--- src/rtl/predistort_pkg.sv ---
// Shared definitions for the predistorter taps-loading scheduler: settings offsets,
// control bit positions, FSM encoding and a round-robin index helper.
package predistort_pkg;

  localparam int unsigned SR_TAP_DATA = 0;
  localparam int unsigned SR_COMMIT   = 1;
  localparam int unsigned SR_CTRL     = 2;

  localparam int unsigned CTRL_PTR_RST = 0;
  localparam int unsigned CTRL_ERR_CLR = 1;
  localparam int unsigned CTRL_ABORT   = 2;

  typedef enum logic [1:0] {
    ST_IDLE,
    ST_ARB,
    ST_STREAM,
    ST_DONE
  } state_t;

  function automatic int unsigned rr_offset(input int unsigned base, input int unsigned off,
                                            input int unsigned n);
    return (base + off) % n;
  endfunction

endpackage

--- src/rtl/rr_arbiter.sv ---
// Round-robin arbiter: one-hot grant starting at the requester after the last one granted.
// The last-grant pointer advances only when a grant is consumed.
module rr_arbiter
  import predistort_pkg::*;
#(
  parameter int unsigned N = 4
) (
  input  logic         clk,
  input  logic         rst_n,
  input  logic [N-1:0] req,
  input  logic         advance,
  output logic [N-1:0] grant
);

  localparam int unsigned IW = $clog2(N);

  logic [IW-1:0] last_idx;
  logic [IW-1:0] grant_idx;
  logic          found;
  int unsigned   cand;

  always_comb begin
    grant     = '0;
    grant_idx = last_idx;
    found     = 1'b0;
    cand      = 0;
    for (int unsigned i = 1; i <= N; i++) begin
      cand = rr_offset(int'(last_idx), i, N);
      if (!found && req[cand[IW-1:0]]) begin
        found                = 1'b1;
        grant[cand[IW-1:0]]  = 1'b1;
        grant_idx            = cand[IW-1:0];
      end
    end
  end

  // Reset to the highest index so channel 0 is first after reset.
  always_ff @(posedge clk or negedge rst_n) begin
    if (!rst_n) begin
      last_idx <= IW'(N - 1);
    end else if (advance && found) begin
      last_idx <= grant_idx;
    end
  end

endmodule

--- src/rtl/predistort_taps_sched.sv ---
// Captures one tap set from the settings bus into a staging buffer and replays it as an
// AXI taps stream to each committed channel, one whole set per round-robin grant.
module predistort_taps_sched
  import predistort_pkg::*;
#(
  parameter int unsigned NUM_CHANNELS = 4,
  parameter int unsigned NUM_TAPS     = 128,
  parameter int unsigned TAP_WIDTH    = 16,
  parameter int unsigned SR_BASE      = 192
) (
  input  logic                    ce_clk,
  input  logic                    ce_rst_n,
  input  logic                    set_stb,
  input  logic [7:0]              set_addr,
  input  logic [31:0]             set_data,
  output logic [TAP_WIDTH-1:0]    taps_tdata,
  output logic                    taps_tlast,
  output logic [NUM_CHANNELS-1:0] taps_tvalid,
  input  logic [NUM_CHANNELS-1:0] taps_tready,
  output logic                    busy,
  output logic [NUM_CHANNELS-1:0] pending,
  output logic [NUM_CHANNELS-1:0] done_stb,
  output logic [31:0]             status
);

  localparam int unsigned PTR_W = $clog2(NUM_TAPS);
  localparam logic [7:0] ADDR_TAP    = 8'(SR_BASE + SR_TAP_DATA);
  localparam logic [7:0] ADDR_COMMIT = 8'(SR_BASE + SR_COMMIT);
  localparam logic [7:0] ADDR_CTRL   = 8'(SR_BASE + SR_CTRL);
  localparam logic [PTR_W-1:0] PTR_LAST = PTR_W'(NUM_TAPS - 1);

  state_t                  state, state_nxt;
  logic [PTR_W-1:0]        wr_ptr, rd_ptr;
  logic [NUM_CHANNELS-1:0] pend_q, pend_nxt;
  logic [NUM_CHANNELS-1:0] grant_oh, arb_grant;
  logic                    err_wr, err_wrap;
  logic [TAP_WIDTH-1:0]    tap_mem [NUM_TAPS];

  logic hit_tap, hit_commit, hit_ctrl, abort, beat, last_tap, tap_accept;
  logic unused_set_data;

  assign hit_tap    = set_stb && (set_addr == ADDR_TAP);
  assign hit_commit = set_stb && (set_addr == ADDR_COMMIT);
  assign hit_ctrl   = set_stb && (set_addr == ADDR_CTRL);
  assign abort      = hit_ctrl && set_data[CTRL_ABORT];
  assign tap_accept = hit_tap && (state == ST_IDLE);
  assign beat       = (state == ST_STREAM) && |(taps_tready & grant_oh);
  assign last_tap   = (rd_ptr == PTR_LAST);
  assign unused_set_data = ^set_data;

  rr_arbiter #(.N(NUM_CHANNELS)) u_arb (
    .clk     (ce_clk),
    .rst_n   (ce_rst_n),
    .req     (pend_q),
    .advance (state == ST_ARB),
    .grant   (arb_grant)
  );

  always_ff @(posedge ce_clk) begin
    if (tap_accept) begin
      tap_mem[wr_ptr] <= set_data[TAP_WIDTH-1:0];
    end
  end

  // A commit landing on the same bit the arbiter is clearing must win.
  always_comb begin
    pend_nxt = pend_q;
    if (state == ST_ARB) pend_nxt = pend_nxt & ~arb_grant;
    if (hit_commit)      pend_nxt = pend_nxt | set_data[NUM_CHANNELS-1:0];
    if (abort)           pend_nxt = '0;
  end

  // DONE chains straight into ARB so back-to-back sets are separated by two idle cycles.
  always_comb begin
    state_nxt = state;
    case (state)
      ST_IDLE:   if (|pend_q) state_nxt = ST_ARB;
      ST_ARB:    state_nxt = (|pend_q) ? ST_STREAM : ST_IDLE;
      ST_STREAM: begin
        if (abort)                 state_nxt = ST_IDLE;
        else if (beat && last_tap) state_nxt = ST_DONE;
      end
      ST_DONE:   state_nxt = (|pend_q) ? ST_ARB : ST_IDLE;
      default:   state_nxt = ST_IDLE;
    endcase
  end

  always_ff @(posedge ce_clk or negedge ce_rst_n) begin
    if (!ce_rst_n) begin
      state    <= ST_IDLE;
      pend_q   <= '0;
      grant_oh <= '0;
      rd_ptr   <= '0;
    end else begin
      state  <= state_nxt;
      pend_q <= pend_nxt;
      if (state == ST_ARB) begin
        grant_oh <= arb_grant;
        rd_ptr   <= '0;
      end else if (beat) begin
        rd_ptr <= rd_ptr + 1'b1;
      end
    end
  end

  always_ff @(posedge ce_clk or negedge ce_rst_n) begin
    if (!ce_rst_n) begin
      wr_ptr   <= '0;
      err_wr   <= 1'b0;
      err_wrap <= 1'b0;
    end else begin
      if (hit_tap) begin
        if (state != ST_IDLE) begin
          err_wr <= 1'b1;
        end else if (wr_ptr == PTR_LAST) begin
          wr_ptr   <= '0;
          err_wrap <= 1'b1;
        end else begin
          wr_ptr <= wr_ptr + 1'b1;
        end
      end
      if (hit_ctrl) begin
        if (set_data[CTRL_PTR_RST]) wr_ptr <= '0;
        if (set_data[CTRL_ERR_CLR]) begin
          err_wr   <= 1'b0;
          err_wrap <= 1'b0;
        end
      end
    end
  end

  always_comb begin
    taps_tvalid = '0;
    taps_tdata  = '0;
    taps_tlast  = 1'b0;
    done_stb    = '0;
    if (state == ST_STREAM) begin
      taps_tvalid = grant_oh;
      taps_tdata  = tap_mem[rd_ptr];
      taps_tlast  = last_tap;
    end
    if (state == ST_DONE) done_stb = grant_oh;
  end

  always_comb begin
    status                       = '0;
    status[31]                   = err_wr;
    status[30]                   = err_wrap;
    status[16 +: NUM_CHANNELS]   = pend_q;
    status[PTR_W-1:0]            = wr_ptr;
  end

  assign busy    = (state != ST_IDLE);
  assign pending = pend_q;

endmodule
--- config.mk ---
export PLATFORM = sky130hd
export DESIGN_NAME = predistort_taps_sched
export DESIGN_NICKNAME = d
export VERILOG_FILES = /design/src/rtl/predistort_pkg.sv /design/src/rtl/rr_arbiter.sv /design/src/rtl/predistort_taps_sched.sv
export SDC_FILE = /design/constraint.sdc
export NUM_CORES = 2
export LEC_CHECK = 0
export CAP_MARGIN = 20
export CORE_MARGIN = 2
export CORE_UTILIZATION = 30
export CTS_BUF_LIST = sky130_fd_sc_hd__clkbuf_8
export CTS_CLUSTER_DIAMETER = 120
export DETAILED_ROUTE_END_ITERATION = 10
export HOLD_SLACK_MARGIN = 0.06
export PLACE_DENSITY = 0.49
export SLEW_MARGIN = 5
export SYNTH_ARGS = -nofsm -noshare
export SYNTH_HDL_FRONTEND = slang
export SYNTH_SLANG_ARGS = --single-unit
--- constraint.sdc ---
create_clock -name ce_clk -period 2.9 [get_ports ce_clk]
set_input_delay 0.435 -clock ce_clk [delete_from_list [all_inputs] [get_ports ce_clk]]
set_output_delay 0.435 -clock ce_clk [all_outputs]
set_load 0.01 [all_outputs]
==> metrics <==
total iterations of the first detailed-routing run=5; number of buffers and inverters on the critical path=5; CTS tree=built; number of endpoints with negative hold slack in the final report=0; Worst Clk Skew=about 0.091 ns; dominant cell type by area after synthesis=sky130_fd_sc_hd__edfxtp_1; residual DRC count=0; async set-reset flop share out of synthesis=under 10%; total number of vias=about 44000; sum of routed wire length over all layers=253.2 mm; top cell type's share of synthesized area=between 70 and 80%; Critical Path AT=about 4.1 ns; Die Span Y=around 520 um; leading post-synthesis cells by cell area=sky130_fd_sc_hd__edfxtp_1 (76%), sky130_fd_sc_hd__mux4_2 (11%), sky130_fd_sc_hd__mux2i_1 (3.6%); sequence of cells on the critical path=buf_12 > buf_16 > buf_12 > mux4_2 > mux4_2 > and2_4 > o21ai_4 > buf_6 > nand4_1 > buf_2; violations in the final reports=setup timing; class of the most critical setup path=reg2out; met2 routed wirelength=roughly 120 mm; Worst Tran Pin Value=between 0.9 and 1 ns; maximum level of the CTS H-tree=5; average via count per standard cell=between 5 and 6; worst min path class=in2reg; tightest slew margin relative to the limit=between 30% and 40%; count of nets left with antenna violations after detail routing=0; sort of element at the start of the critical path=register; total of fill cells in the finished design=between 20000 and 25000; Setup Viol. Count Final=17; buffer type at the clock tree root=sky130_fd_sc_hd__clkbuf_8; Most used DFF post-synth=sky130_fd_sc_hd__edfxtp_1; IO buf count=between 70 and 80; critical path required time=roughly 2.5 ns; mean cell area of the mapped netlist=21.01 um2; post-route setup slack=-1.629 ns; DIE AREA=about 0.28 mm2; Highest Clock Rate=220.8 MHz; Leak Pwr=32.62 nW; Ports=between 100 and 150; maximum cell stage delay along the critical path=~0.53 ns; number of DRC markers in iteration 0=roughly 4700; Total Power Consumption=71.69 mW; Netlist cell types=71; Setup WS pre-CTS=-1.812 ns; Period Utilization, post-route=156.2%; pin count of the biggest net entering global routing=~130; number of enable-type register cells in the synthesized netlist=a little over 2000; DRT met1 WL=110.0 mm; vias in the first global route=between 40000 and 50000; run status=finished, violations left; most instantiated library cell after synthesis=sky130_fd_sc_hd__edfxtp_1; number of max-cap violations=0; clock net sink count=slightly above 2000; Skew-Pair Late Insertion Delay=roughly 1.1 ns; final net count=a little under 5000; highest metal layer with signal wires=met4; floorplan row count=between 150 and 200; DIE WIDTH=between 500 and 600 um; CP endpoint kind=primary output; post-synthesis instance total=roughly 3900; fraction of final layout cells with drive strength greater than 1=a little under two fifths; clock period minus final worst setup slack=between 4 and 5 ns; Yosys warning count=0; Avg WL per Cell=about 29 um; Layout Area Growth over Synthesis=26.01%; global router's overall resource usage=between 15 and 20%; number of antenna violations at the first check in global routing=12; maximum root-to-sink buffer count=4; Initial Utilization=a little under a third; worst-path fanout max=8; post-synthesis sequential area ratio=approximately 77%; detailed-routed wire length on met3=approximately 15 mm; area taken by multi-input logic gates=approximately 0.019 mm2; Reg clk slew, reported paths=about 0.060 ns; area of the mapped netlist=0.08125 mm2; total congestion overflow after global routing=0; floorplan core area=0.2700 mm2; HPWL reported at the end of detailed placement=about 160 mm; power density over cell area=700.1 mW/mm2; #FFs+latches synth=2076; Register Area=slightly above 0.06 mm2; global-route wire length before repair=approximately 350 mm; kind of cell adding the most delay to the critical path=multiplexers; count of final max-slew check failures=0; final weighted congestion in routability-driven placement=about 0.85; worst hold-check slack=around 0.23 ns; Num CTS Buffers=around 370; setup repair after global routing missed its margin=true; Max VDD drop=0.3661 mV; Synth top cells by count=sky130_fd_sc_hd__edfxtp_1 (2048), sky130_fd_sc_hd__mux4_2 (390), sky130_fd_sc_hd__mux2i_1 (293), sky130_fd_sc_hd__nor2_1 (164), sky130_fd_sc_hd__a21oi_1 (107); cell with the largest stage delay on the worst path=sky130_fd_sc_hd__dfrtp_4
[stage by stage]
step / utilization (%) / instance area (um2) / TNS, ns / std cells
after floorplan: - / 81350 / -25.34 / 3885
after global placement: 34.33 / 92710 / -191.05 / 7955
after detailed placement: 34.33 / 92710 / -214.75 / 7955
after CTS: 37.67 / 101700 / -26.91 / 8707
after global routing: 37.91 / 102400 / -26.65 / 8748
final: 37.92 / 102400 / -24.71 / 8751
[path summary, 6_finish.rpt]
path | start | to | slack [ns] | depth (start not counted)
hold / removal | set_data[10] | tap_mem[46][10] | 0.23 | 2
setup / recovery | rd_ptr[0] | taps_tdata[11] | -1.63 | 10
setup reg to reg | state[0] | tap_mem[76][0] | 0.17 | 11
max in group asynchronous | ce_rst_n | u_arb.last_idx[1] | 2.05 | 4
min in group asynchronous | ce_rst_n | err_wrap | 0.55 | 4
hold reg to reg | err_wr | err_wr | 0.52 | 2
[sequential cells by signal, summed over array words and instances (netlist names)]
register / flops
pending: 4
state: 2
err_wrap: 1
u_arb.last_idx: 2
grant_oh: 4
rd_ptr: 7
tap_mem: 2048
err_wr: 1
wr_ptr: 7
[repair_timing]
item,in CTS,in global routing
gates cloned,9,3
hold buffers,20,0
pin swaps,68,44
resized for setup,385,95
endpoints found under the hold margin,1191,0
setup buffers,92,41
setup endpoints to repair,31,17
[area by class of cell]
cell class                 count  area share (%)
sequential                  2076           60.77
clock inverter               264           1.298
timing repair buffer         887           10.22
clock buffer                 378           5.081
multi-input combinational   1557           18.20
inverter                       9         0.04033
tap                         3570           4.363
antenna                       10         0.02444
[where the power goes]
part,total (mW),switching [mW],internal (mW)
logic,13.8,6.36,7.48
clock network,24.7,11.9,12.8
registers,33.1,0.0885,33.0
[kinds of logic (layout without fill, tap and decap cells)]
| family | Yosys count | in the layout | synth area share (%) |
|---|---|---|---|
| mux | 718 | 718 | 15.42 |
| flops | 2076 | 2076 | 76.55 |
| other cells | 1 | 29 | 0.004615 |
| simple gates | 373 | 373 | 2.022 |
| xor+xnor | 8 | 8 | 0.08624 |
| buf+inv | 252 | 1538 | 2.188 |
| compound gates | 429 | 429 | 3.568 |
| fa+ha+maj | 10 | 10 | 0.1540 |
[routing by layer]
layer	global-route usage, %	up-vias
met1	25.25	23690
met3	2.724	375
met4	6.558	0
met5	0	-
li1	-	18320
met2	28.70	1577
[placed cells by master (no fill, tap or decap), types with 64 or more instances in the layout]
| cell | synthesis | routed |
|---|---|---|
| sky130_fd_sc_hd__clkinv_1 | 1 | 103 |
| sky130_fd_sc_hd__nand2_1 | 95 | 89 |
| sky130_fd_sc_hd__nor2_1 | 164 | 101 |
| sky130_fd_sc_hd__clkbuf_8 | 0 | 378 |
| sky130_fd_sc_hd__mux4_2 | 390 | 405 |
| sky130_fd_sc_hd__edfxtp_1 | 2048 | 2048 |
| sky130_fd_sc_hd__mux2i_1 | 293 | 283 |
| sky130_fd_sc_hd__buf_4 | 40 | 497 |
| sky130_fd_sc_hd__o221ai_1 | 69 | 64 |
| sky130_fd_sc_hd__a21oi_1 | 107 | 74 |
| sky130_fd_sc_hd__buf_12 | 9 | 237 |
| sky130_fd_sc_hd__inv_1 | 8 | 105 |
(Power assumes the default switching activity.)
